[src/rtl/target_spi.sv]
// rtl/target_spi.sv - SPI mode-0 target decoding DW-bit frames into local register reads/writes
// Optional feature macro: TARGET_SPI_STATUS_EN (write-frame MISO tail = {8'hA5, frame_cnt}).
module target_spi #(
    parameter int DW = 38,
    parameter int TX = 22,
    parameter int RX = 16,
    parameter int AW = 5
) (
    input  logic          clk,
    input  logic          rst_n,
    input  logic          spi_sck,
    input  logic          spi_csn,
    input  logic          spi_mosi,
    output logic          spi_miso,
    output logic          spi_miso_oe,
    output logic [AW-1:0] reg_addr,
    output logic [RX-1:0] reg_wdata,
    output logic          reg_we,
    output logic          reg_re,
    input  logic [RX-1:0] reg_rdata,
    output logic          frame_err
);
    localparam logic [5:0] CNT_CMD_LAST = 6'(TX - 1);
    localparam logic [5:0] CNT_FULL     = 6'(DW);

    typedef enum logic [1:0] {IDLE = 2'd0, CMD = 2'd1, DATA = 2'd2} state_t;

    state_t        state_q, state_d;
    logic [2:0]    sck_sync_q, sck_sync_d;
    logic [2:0]    csn_sync_q, csn_sync_d;
    logic [1:0]    mosi_sync_q, mosi_sync_d;
    logic [1:0]    settle_q, settle_d;
    logic          armed_q, armed_d;
    logic [5:0]    bit_cnt_q, bit_cnt_d;
    logic [TX-2:0] cmd_sr_q, cmd_sr_d;
    logic [RX-1:0] miso_sr_q, miso_sr_d;
    logic          rw_q, rw_d;
    logic          rd_pend_q, rd_pend_d;
    logic          spi_miso_q, spi_miso_d;
    logic          miso_oe_q, miso_oe_d;
    logic [AW-1:0] reg_addr_q, reg_addr_d;
    logic [RX-1:0] reg_wdata_q, reg_wdata_d;
    logic          reg_we_q, reg_we_d;
    logic          reg_re_q, reg_re_d;
    logic          frame_err_q, frame_err_d;
    logic [RX-1:0] write_tail;
    logic [TX-1:0] cmd_new;
    logic [5:0]    cnt_inc;
    logic          sck_rise, sck_fall, csn_rise, csn_fall;

    assign sck_rise = sck_sync_q[1] & ~sck_sync_q[2];
    assign sck_fall = ~sck_sync_q[1] & sck_sync_q[2];
    assign csn_rise = csn_sync_q[1] & ~csn_sync_q[2];
    assign csn_fall = ~csn_sync_q[1] & csn_sync_q[2];
    assign cmd_new  = {cmd_sr_q, mosi_sync_q[1]};
    assign cnt_inc  = (bit_cnt_q == 6'd63) ? bit_cnt_q : bit_cnt_q + 6'd1;

`ifdef TARGET_SPI_STATUS_EN
    logic [7:0] frame_cnt_q, frame_cnt_d;
    assign write_tail = RX'({8'hA5, frame_cnt_q});
`else
    assign write_tail = '0;
`endif

    always_comb begin
        state_d     = state_q;
        sck_sync_d  = {sck_sync_q[1:0], spi_sck};
        csn_sync_d  = {csn_sync_q[1:0], spi_csn};
        mosi_sync_d = {mosi_sync_q[0], spi_mosi};
        settle_d    = settle_q[1] ? settle_q : settle_q + 2'd1;
        // A CSN already low when reset releases must not look like a new frame start.
        armed_d     = armed_q | (settle_q[1] & csn_sync_q[1]);
        bit_cnt_d   = bit_cnt_q;
        cmd_sr_d    = cmd_sr_q;
        miso_sr_d   = miso_sr_q;
        rw_d        = rw_q;
        rd_pend_d   = reg_re_q;
        spi_miso_d  = spi_miso_q;
        miso_oe_d   = miso_oe_q;
        reg_addr_d  = reg_addr_q;
        reg_wdata_d = reg_wdata_q;
        reg_we_d    = 1'b0;
        reg_re_d    = 1'b0;
        frame_err_d = 1'b0;
`ifdef TARGET_SPI_STATUS_EN
        frame_cnt_d = frame_cnt_q;
`endif

        if (rd_pend_q) begin
            miso_sr_d = reg_rdata;
        end

        case (state_q)
            IDLE: begin
                bit_cnt_d  = '0;
                spi_miso_d = 1'b0;
                if (csn_fall && armed_q) begin
                    state_d   = CMD;
                    miso_oe_d = 1'b1;
                    cmd_sr_d  = '0;
                end
            end
            CMD: begin
                if (sck_rise) begin
                    cmd_sr_d  = cmd_new[TX-2:0];
                    bit_cnt_d = cnt_inc;
                    if (bit_cnt_q == CNT_CMD_LAST) begin
                        state_d     = DATA;
                        rw_d        = cmd_new[TX-1];
                        reg_addr_d  = cmd_new[TX-2 -: AW];
                        reg_wdata_d = cmd_new[RX-1:0];
                        if (cmd_new[TX-1]) begin
                            miso_sr_d = write_tail;
                        end else begin
                            reg_re_d = 1'b1;
                        end
                    end
                end
            end
            DATA: begin
                if (sck_rise) begin
                    bit_cnt_d = cnt_inc;
                end
                if (sck_fall) begin
                    spi_miso_d = miso_sr_q[RX-1];
                    miso_sr_d  = {miso_sr_q[RX-2:0], 1'b0};
                end
            end
            default: state_d = IDLE;
        endcase

        // End of frame is judged on the count after any coincident SCK rise.
        if (csn_rise) begin
            state_d    = IDLE;
            miso_oe_d  = 1'b0;
            spi_miso_d = 1'b0;
            if (bit_cnt_d == CNT_FULL) begin
                reg_we_d = (state_q == DATA) && rw_q;
`ifdef TARGET_SPI_STATUS_EN
                frame_cnt_d = frame_cnt_q + 8'd1;
`endif
            end else if (bit_cnt_d != 6'd0) begin
                frame_err_d = 1'b1;
            end
        end
    end

    always_ff @(posedge clk or negedge rst_n) begin
        if (!rst_n) begin
            state_q     <= IDLE;
            sck_sync_q  <= 3'b000;
            csn_sync_q  <= 3'b111;
            mosi_sync_q <= 2'b00;
            settle_q    <= 2'd0;
            armed_q     <= 1'b0;
            bit_cnt_q   <= '0;
            cmd_sr_q    <= '0;
            miso_sr_q   <= '0;
            rw_q        <= 1'b0;
            rd_pend_q   <= 1'b0;
            spi_miso_q  <= 1'b0;
            miso_oe_q   <= 1'b0;
            reg_addr_q  <= '0;
            reg_wdata_q <= '0;
            reg_we_q    <= 1'b0;
            reg_re_q    <= 1'b0;
            frame_err_q <= 1'b0;
`ifdef TARGET_SPI_STATUS_EN
            frame_cnt_q <= '0;
`endif
        end else begin
            state_q     <= state_d;
            sck_sync_q  <= sck_sync_d;
            csn_sync_q  <= csn_sync_d;
            mosi_sync_q <= mosi_sync_d;
            settle_q    <= settle_d;
            armed_q     <= armed_d;
            bit_cnt_q   <= bit_cnt_d;
            cmd_sr_q    <= cmd_sr_d;
            miso_sr_q   <= miso_sr_d;
            rw_q        <= rw_d;
            rd_pend_q   <= rd_pend_d;
            spi_miso_q  <= spi_miso_d;
            miso_oe_q   <= miso_oe_d;
            reg_addr_q  <= reg_addr_d;
            reg_wdata_q <= reg_wdata_d;
            reg_we_q    <= reg_we_d;
            reg_re_q    <= reg_re_d;
            frame_err_q <= frame_err_d;
`ifdef TARGET_SPI_STATUS_EN
            frame_cnt_q <= frame_cnt_d;
`endif
        end
    end

    assign spi_miso    = spi_miso_q;
    assign spi_miso_oe = miso_oe_q;
    assign reg_addr    = reg_addr_q;
    assign reg_wdata   = reg_wdata_q;
    assign reg_we      = reg_we_q;
    assign reg_re      = reg_re_q;
    assign frame_err   = frame_err_q;

endmodule

[config.mk]
export PLATFORM = sky130hd
export DESIGN_NAME = target_spi
export DESIGN_NICKNAME = d
export VERILOG_FILES = /design/src/rtl/target_spi.sv
export SDC_FILE = /design/constraint.sdc
export NUM_CORES = 1
export LEC_CHECK = 0
export ABC_AREA = 0
export BUFFER_PORTS_ARGS = -buffer_cell sky130_fd_sc_hd__buf_2
export CAP_MARGIN = 20
export CORE_MARGIN = 2
export CORE_UTILIZATION = 52
export DETAILED_ROUTE_END_ITERATION = 7
export GPL_ROUTABILITY_DRIVEN = 1
export PLACE_DENSITY = 0.78
export SYNTH_ARGS = -nofsm -noshare
export SYNTH_HDL_FRONTEND = slang
export SYNTH_SLANG_ARGS = --single-unit
[constraint.sdc]
create_clock -name clk -period 2.2 [get_ports clk]
set_input_delay 0.44 -clock clk [delete_from_list [all_inputs] [get_ports clk]]
set_output_delay 0.44 -clock clk [all_outputs]
set_load 0.005 [all_outputs]
==> metrics, run 1 <==
gr usage total=18.6%; fraction of synthesized area in multiplexers=14.0%; max_slew headroom=38.8%; Chip Width=87.9 µm; floorplan die area=7730 µm²; final wirelength=6.53 mm; max-capacitance violation count=0; global-route wire length before repair=10.9 mm; setup repair after global routing missed its margin=no; cell type with the highest aggregate area in the netlist=sky130_fd_sc_hd__dfrtp_1; most common flop cell mapped by yosys=sky130_fd_sc_hd__dfrtp_1; total inserted antenna cells=0; main combinational cell family by area after synthesis=multiplexers; largest cells by area after synthesis=sky130_fd_sc_hd__dfrtp_1, sky130_fd_sc_hd__mux2_4, sky130_fd_sc_hd__nand2_1; most frequent cell after synthesis=sky130_fd_sc_hd__dfrtp_1; number of vias in the routed layout=2420; WP data required=2440 ps; element type at the critical path end=flop; post-synthesis cell type count=42; number of H-tree levels=3; fin util=62.3%; number of storage elements in the synthesis netlist=84; cell with the largest stage delay on the worst path=sky130_fd_sc_hd__dfrtp_1; Peak VDD IR=0.000654 V; Syn. warnings=0; clock tree from TritonCTS=done; number of failing hold endpoints at the final stage=0; antenna viol nets, final=0; row cnt=30; Detailed Route Iter0 Violations=175; cells after synthesis=317; number of flops mapped to enable cells by yosys=0; number of antenna violations at the first check in global routing=0; ratio of total power to cell area=847 nW/µm²; Inserted Clock Buffers=9; area share of the leading cell type in the synthesized netlist=55.3%; initial cell density of the core=53.9%; Final Worst Setup Slack=202 ps; root buf cell=sky130_fd_sc_hd__clkbuf_8; mapped cell area=3660 µm²; Syn Nets=345; number of design rule violations left after detail routing=0; share of the synthesized netlist area taken by xor and xnor gates=0.478%; clk sinks=84; result of the run=complete, no violations; setup-violating endpoint count in the final report=0; area fraction in compound gates after synthesis=9.36%; top-level port count=47; largest clock skew in the final design=9.96 ps; post-route minimum period=2000 ps; Setup crit start kind=flop; routed wire length per instance=13.9 µm; sequence of cells on the critical path=inv_1, ha_1, or2_2, o21ai_0, mux2i_1, o31ai_1, a21oi_1; ratio of routed vias to standard cells=5.15; port bufs=46; final setup TNS=0 ps; largest stage delay on the critical path=460 ps; grt ovf=0; Area Overhead vs Synth=15.5%; actual transition at the worst max-transition pin=914 ps; last weighted congestion value of the routability-driven placer=0.862; pin count of the biggest net entering global routing=58; maximum net fanout on the critical path=6; fraction of layout instances using a drive strength above 1=29.1%; CP startpoint=state_q[0]; vias in the first global route=2297; pre-CTS WS=242 ps; Detail Placement HPWL=4.46 mm; Synth async-reset ratio=100%; launch instance of the worst register-to-register path=state_q[0]; beginning of the worst hold path=spi_csn; leakage=2.01 nW; part of the cycle the worst path needs=90.8%; mean area per synthesized cell=11.6 µm²; type of the worst setup path=reg -> reg; clock transition at the registers of the reported paths=80 ps; arithmetic-cell share of the synthesized area counting full adders, half adders and majority gates=2.39%; final-report max-slew violation count=0; Die Y=87.9 µm; arrival time of the worst setup path=2230 ps; clock latency at the later pin of the worst-skew pair=360 ps; Commonest cells post-synth=sky130_fd_sc_hd__dfrtp_1, sky130_fd_sc_hd__nand2_1, sky130_fd_sc_hd__o21ai_0; buffers inserted during post-CTS setup optimization=0; area share of and/or/nand/nor cells after synthesis=13.7%; Post-layout nets=397; maximum root-to-sink buffer count=2; number of detailed-route iterations in the first pass=4; Min Hold Slack=182 ps; highest achievable clock rate=501 MHz; Hold Path Class=in -> reg; core region area=6790 µm²; proportion of synthesized chip area in sequential cells=57.5%
[cells by family (layout without fill, tap and decap cells)]
kind of cell               Yosys count  count (layout)
AOI/OAI and AO/OA                   59              59
adders and majority gates            7               7
xor gates and xnor gates             2               2
buffers and inverters               20              77
muxes                               41              41
DFF                                 84              84
and+or+nand+nor                    104             104
[layout by cell type (no fill, tap or decap), drive strengths merged, types with 2 or more instances in the layout]
master	instances
dfrtp	81
buf	53
a21oi	5
nor2	12
clkbuf	10
o21ai	43
a211oi	3
clkinv	2
nand3b	2
a31oi	3
and3	2
nand3	5
nand2	71
ha	7
nor4	2
mux2i	18
inv	9
mux2	23
dfstp	3
nand2b	4
or2	2
[critical path: cells and delay by family, from the launching register on]
family	cells	cell delay [ps]
AOI/OAI and AO/OA	3	490
adders and majority gates	1	340
buffers and inverters	1	90
DFF	1	460
muxes	1	140
and+or+nand+nor	1	350
[final timing paths]
check / slack [ps] / cells past startpoint / end
worst max-delay path: 200 / 7 / frame_err
worst min-delay path: 180 / 1 / csn_sync_q[0]
worst max register to register: 200 / 7 / frame_err
worst min register to register: 350 / 0 / sck_sync_q[1]
max in group asynchronous: 1060 / 3 / cmd_sr_q[2]
min in group asynchronous: 540 / 2 / bit_cnt_q[1]
[sequential cells by signal, indices dropped and copies added, names as in the netlist, 3 cells and up]
signal and flops:
bit_cnt_q 6, csn_sync_q 3, cmd_sr_q 21, miso_sr_q 16
reg_addr 5, reg_wdata 16, sck_sync_q 3
[cell type report]
cell class	count	area (µm²)
fillers	562	2560
clock inverters	6	71.3
clock buffers	10	138
multi-input cells	213	1460
flip-flops and latches	84	2110
well taps	96	120
inverters	7	26.3
repair buffers	54	308
[metrics by stage]
| stage | power (mW) | instances | area (µm²) |
|---|---|---|---|
| finish | 3.59 | 470 | 4230 |
| global route | 3.80 | 470 | 4230 |
| CTS | 3.62 | 470 | 4230 |
| detailed placement | 2.48 | 453 | 4010 |
| global placement | 2.46 | 453 | 4010 |
| floorplan | 2.25 | 317 | 3660 |
[power by group]
| group | internal, mW | total [mW] | switching, mW | leakage, nW |
|---|---|---|---|---|
| clock | 0.567 | 1.13 | 0.564 | 0.105 |
| sequential | 1.60 | 1.66 | 0.0635 | 1.14 |
| combinational | 0.248 | 0.789 | 0.542 | 0.772 |
| total | 2.42 | 3.59 | 1.17 | 2.01 |
[repair_timing]
| action | in CTS | in global routing |
|---|---|---|
| resized for setup | 0 | 0 |
| hold buffers | 1 | 0 |
| endpoints found under the hold margin | 17 | 0 |
[layer usage]
metal | vias to the layer above | share of wire (%) | global-route usage (%)
met2 | 63 | 45 | 27.5
met3 | 11 | 4.9 | 3.77
met1 | 1165 | 48 | 26.2
met5 | - | 0 | 0
li1 | 1181 | - | -
met4 | 0 | 1.8 | 9.37
Note: power is estimated with default switching activity, not from simulation.
==> inputs of run 2 (changes only) <==
==> config.mk (replaced) <==
export PLATFORM = sky130hd
export DESIGN_NAME = target_spi
export DESIGN_NICKNAME = d
export VERILOG_FILES = /design/src/rtl/target_spi.sv
export SDC_FILE = /design/constraint.sdc
export NUM_CORES = 1
export LEC_CHECK = 0
export ABC_AREA = 0
export CAP_MARGIN = 20
export CELL_PAD_IN_SITES_DETAIL_PLACEMENT = 1
export CELL_PAD_IN_SITES_GLOBAL_PLACEMENT = 1
export CORE_MARGIN = 2
export CORE_UTILIZATION = 50
export DETAILED_ROUTE_END_ITERATION = 7
export DONT_BUFFER_PORTS = 1
export GPL_ROUTABILITY_DRIVEN = 1
export PLACE_DENSITY = 0.83
export SYNTH_ARGS = -nofsm -noshare
export SYNTH_HDL_FRONTEND = slang
export SYNTH_SLANG_ARGS = --single-unit
==> run 2 against run 1 <==
  * The run now ends with hold timing left
  * Count of clock-buffer cells in the layout unchanged
  * Final cell count decreased by 9.4%
  * Clock power barely moved
  * Worst setup slack lost 19 ps
  * First-iteration DRC count is 57% lower
  * Combinational power up 1%
  * Critical path type unchanged
  * Highest routed layer unchanged
  * Largest power group unchanged
  * Clock skew about the same
  * Largest cell class unchanged
==> metrics, run 2 (synthesized netlist as in run 1, its figures left out) <==
highest achievable clock rate=496 MHz; arrival time of the worst setup path=2290 ps; Hold Path Class=in -> async; maximum root-to-sink buffer count=2; # fillers=761; number of antenna violations at the first check in global routing=0; ratio of routed vias to standard cells=5.44; violated checks=hold timing; post-route minimum period=2020 ps; final-report max-slew violation count=0; row cnt=31; grt ovf=0; number of design rule violations left after detail routing=0; element type at the critical path end=flop; register containing the most flip-flops in the final layout=cmd_sr_q; port bufs=0; root buf cell=sky130_fd_sc_hd__clkbuf_8; Peak VDD IR=0.000531 V; buffers inserted during post-CTS setup optimization=0; setup repair after global routing missed its margin=no; footprint of the multi-input gates=1470 µm²; register area=2110 µm²; result of the run=finished with violations; setup-violating endpoint count in the final report=0; top-level port count=47; initial cell density of the core=51.1%; actual transition at the worst max-transition pin=608 ps; Detailed Route Iter0 Violations=75; largest clock skew in the final design=9.51 ps; commonest non-fill, non-tap cell in the layout=sky130_fd_sc_hd__dfrtp_1; Area Overhead vs Synth=8.85%; part of the cycle the worst path needs=91.7%; fraction of layout instances using a drive strength above 1=19.6%; antenna viol nets, final=0; Post-layout nets=350; max_slew headroom=59.4%; number of H-tree levels=3; last weighted congestion value of the routability-driven placer=0.871; total inserted antenna cells=0; clock latency at the later pin of the worst-skew pair=350 ps; final wirelength=7.34 mm; Chip Width=89.6 µm; clock transition at the registers of the reported paths=80 ps; pin count of the biggest net entering global routing=85; pre-CTS WS=154 ps; Setup crit start kind=flop; vias in the first global route=2511; Die Y=89.6 µm; global-route wire length before repair=12.0 mm; max FFs per register=21; routed wire length per instance=17.2 µm; clock tree from TritonCTS=done; max-capacitance violation count=0; number of vias in the routed layout=2318; number of detailed-route iterations in the first pass=4; number of failing hold endpoints at the final stage=84; core region area=7180 µm²; Inserted Clock Buffers=9; ratio of total power to cell area=896 nW/µm²; Final Worst Setup Slack=183 ps; Detail Placement HPWL=5.03 mm; floorplan die area=8030 µm²; Min Hold Slack=-222 ps; final setup TNS=0 ps; clk sinks=84; leakage=1.78 nW; maximum net fanout on the critical path=6; type of the worst setup path=reg -> reg; commonest non-fill, non-tap cells in the layout=sky130_fd_sc_hd__dfrtp_1, sky130_fd_sc_hd__nand2_1, sky130_fd_sc_hd__o21ai_0; WP data required=2470 ps; gr usage total=20.0%
run 2: layer usage:
layer	wire, µm	GRT usage (%)	share of wire (%)
met5	0	0	0
met4	100	5.83	1.4
met3	395	6.22	5.4
met2	3660	33.8	50
met1	3190	24.8	43
run 2: cell type report:
cell class / count / share of cell area (%)
clock buffers: 10 / 3.45
clock inverters: 6 / 1.60
inverters: 7 / 0.659
multi-input cells: 213 / 36.7
flip-flops and latches: 84 / 52.8
well taps: 99 / 3.11
repair buffers: 7 / 1.63
run 2: through the flow:
| step | cell area, µm² | util (%) | std cells | total power, mW | hold WS, ps |
|---|---|---|---|---|---|
| 2_1_floorplan | 3660 | - | 317 | 2.25 | 144 |
| 3_3_place_gp | 3780 | 52.7 | 410 | 2.48 | 147 |
| 3_5_place_dp | 3780 | 52.7 | 410 | 2.50 | 147 |
| 4_1_cts | 3990 | 55.5 | 426 | 3.62 | -241 |
| 5_1_grt | 3990 | 55.6 | 426 | 3.77 | -251 |
| 6_report | 3990 | 55.6 | 426 | 3.57 | -222 |
run 2: worst paths after layout:
path                                   to  slack (ps)  cells after the start      startpoint
min in group clk            csn_sync_q[0]          80                      0         spi_csn
max in group asynchronous   csn_sync_q[0]        2210                      0           rst_n
min reg2reg                mosi_sync_q[1]         360                      0  mosi_sync_q[0]
min                              spi_miso        -220                      0           rst_n
max                             frame_err         180                      6      state_q[0]
max reg2reg                     frame_err         180                      6      state_q[0]
run 2: critical path, cell delays in order (launching register included):
cell,delay (ps)
sky130_fd_sc_hd__dfrtp_1,440
sky130_fd_sc_hd__ha_1,310
sky130_fd_sc_hd__nor3b_4,340
sky130_fd_sc_hd__o21ai_0,130
sky130_fd_sc_hd__a221oi_1,490
sky130_fd_sc_hd__nor2_1,90
sky130_fd_sc_hd__a21oi_1,150
run 2: repair_timing:
item,4_1_cts,5_1_grt
endpoints found under the setup margin,0,8
gates resized for setup,0,1
hold endpoints to repair,84,84
run 2: report_power, final:
| group | internal, mW | switching, mW | total, mW |
|---|---|---|---|
| Sequential | 1.60 | 0.0657 | 1.67 |
| Combinational | 0.263 | 0.536 | 0.799 |
| Clock | 0.553 | 0.552 | 1.11 |
| Total | 2.42 | 1.15 | 3.57 |
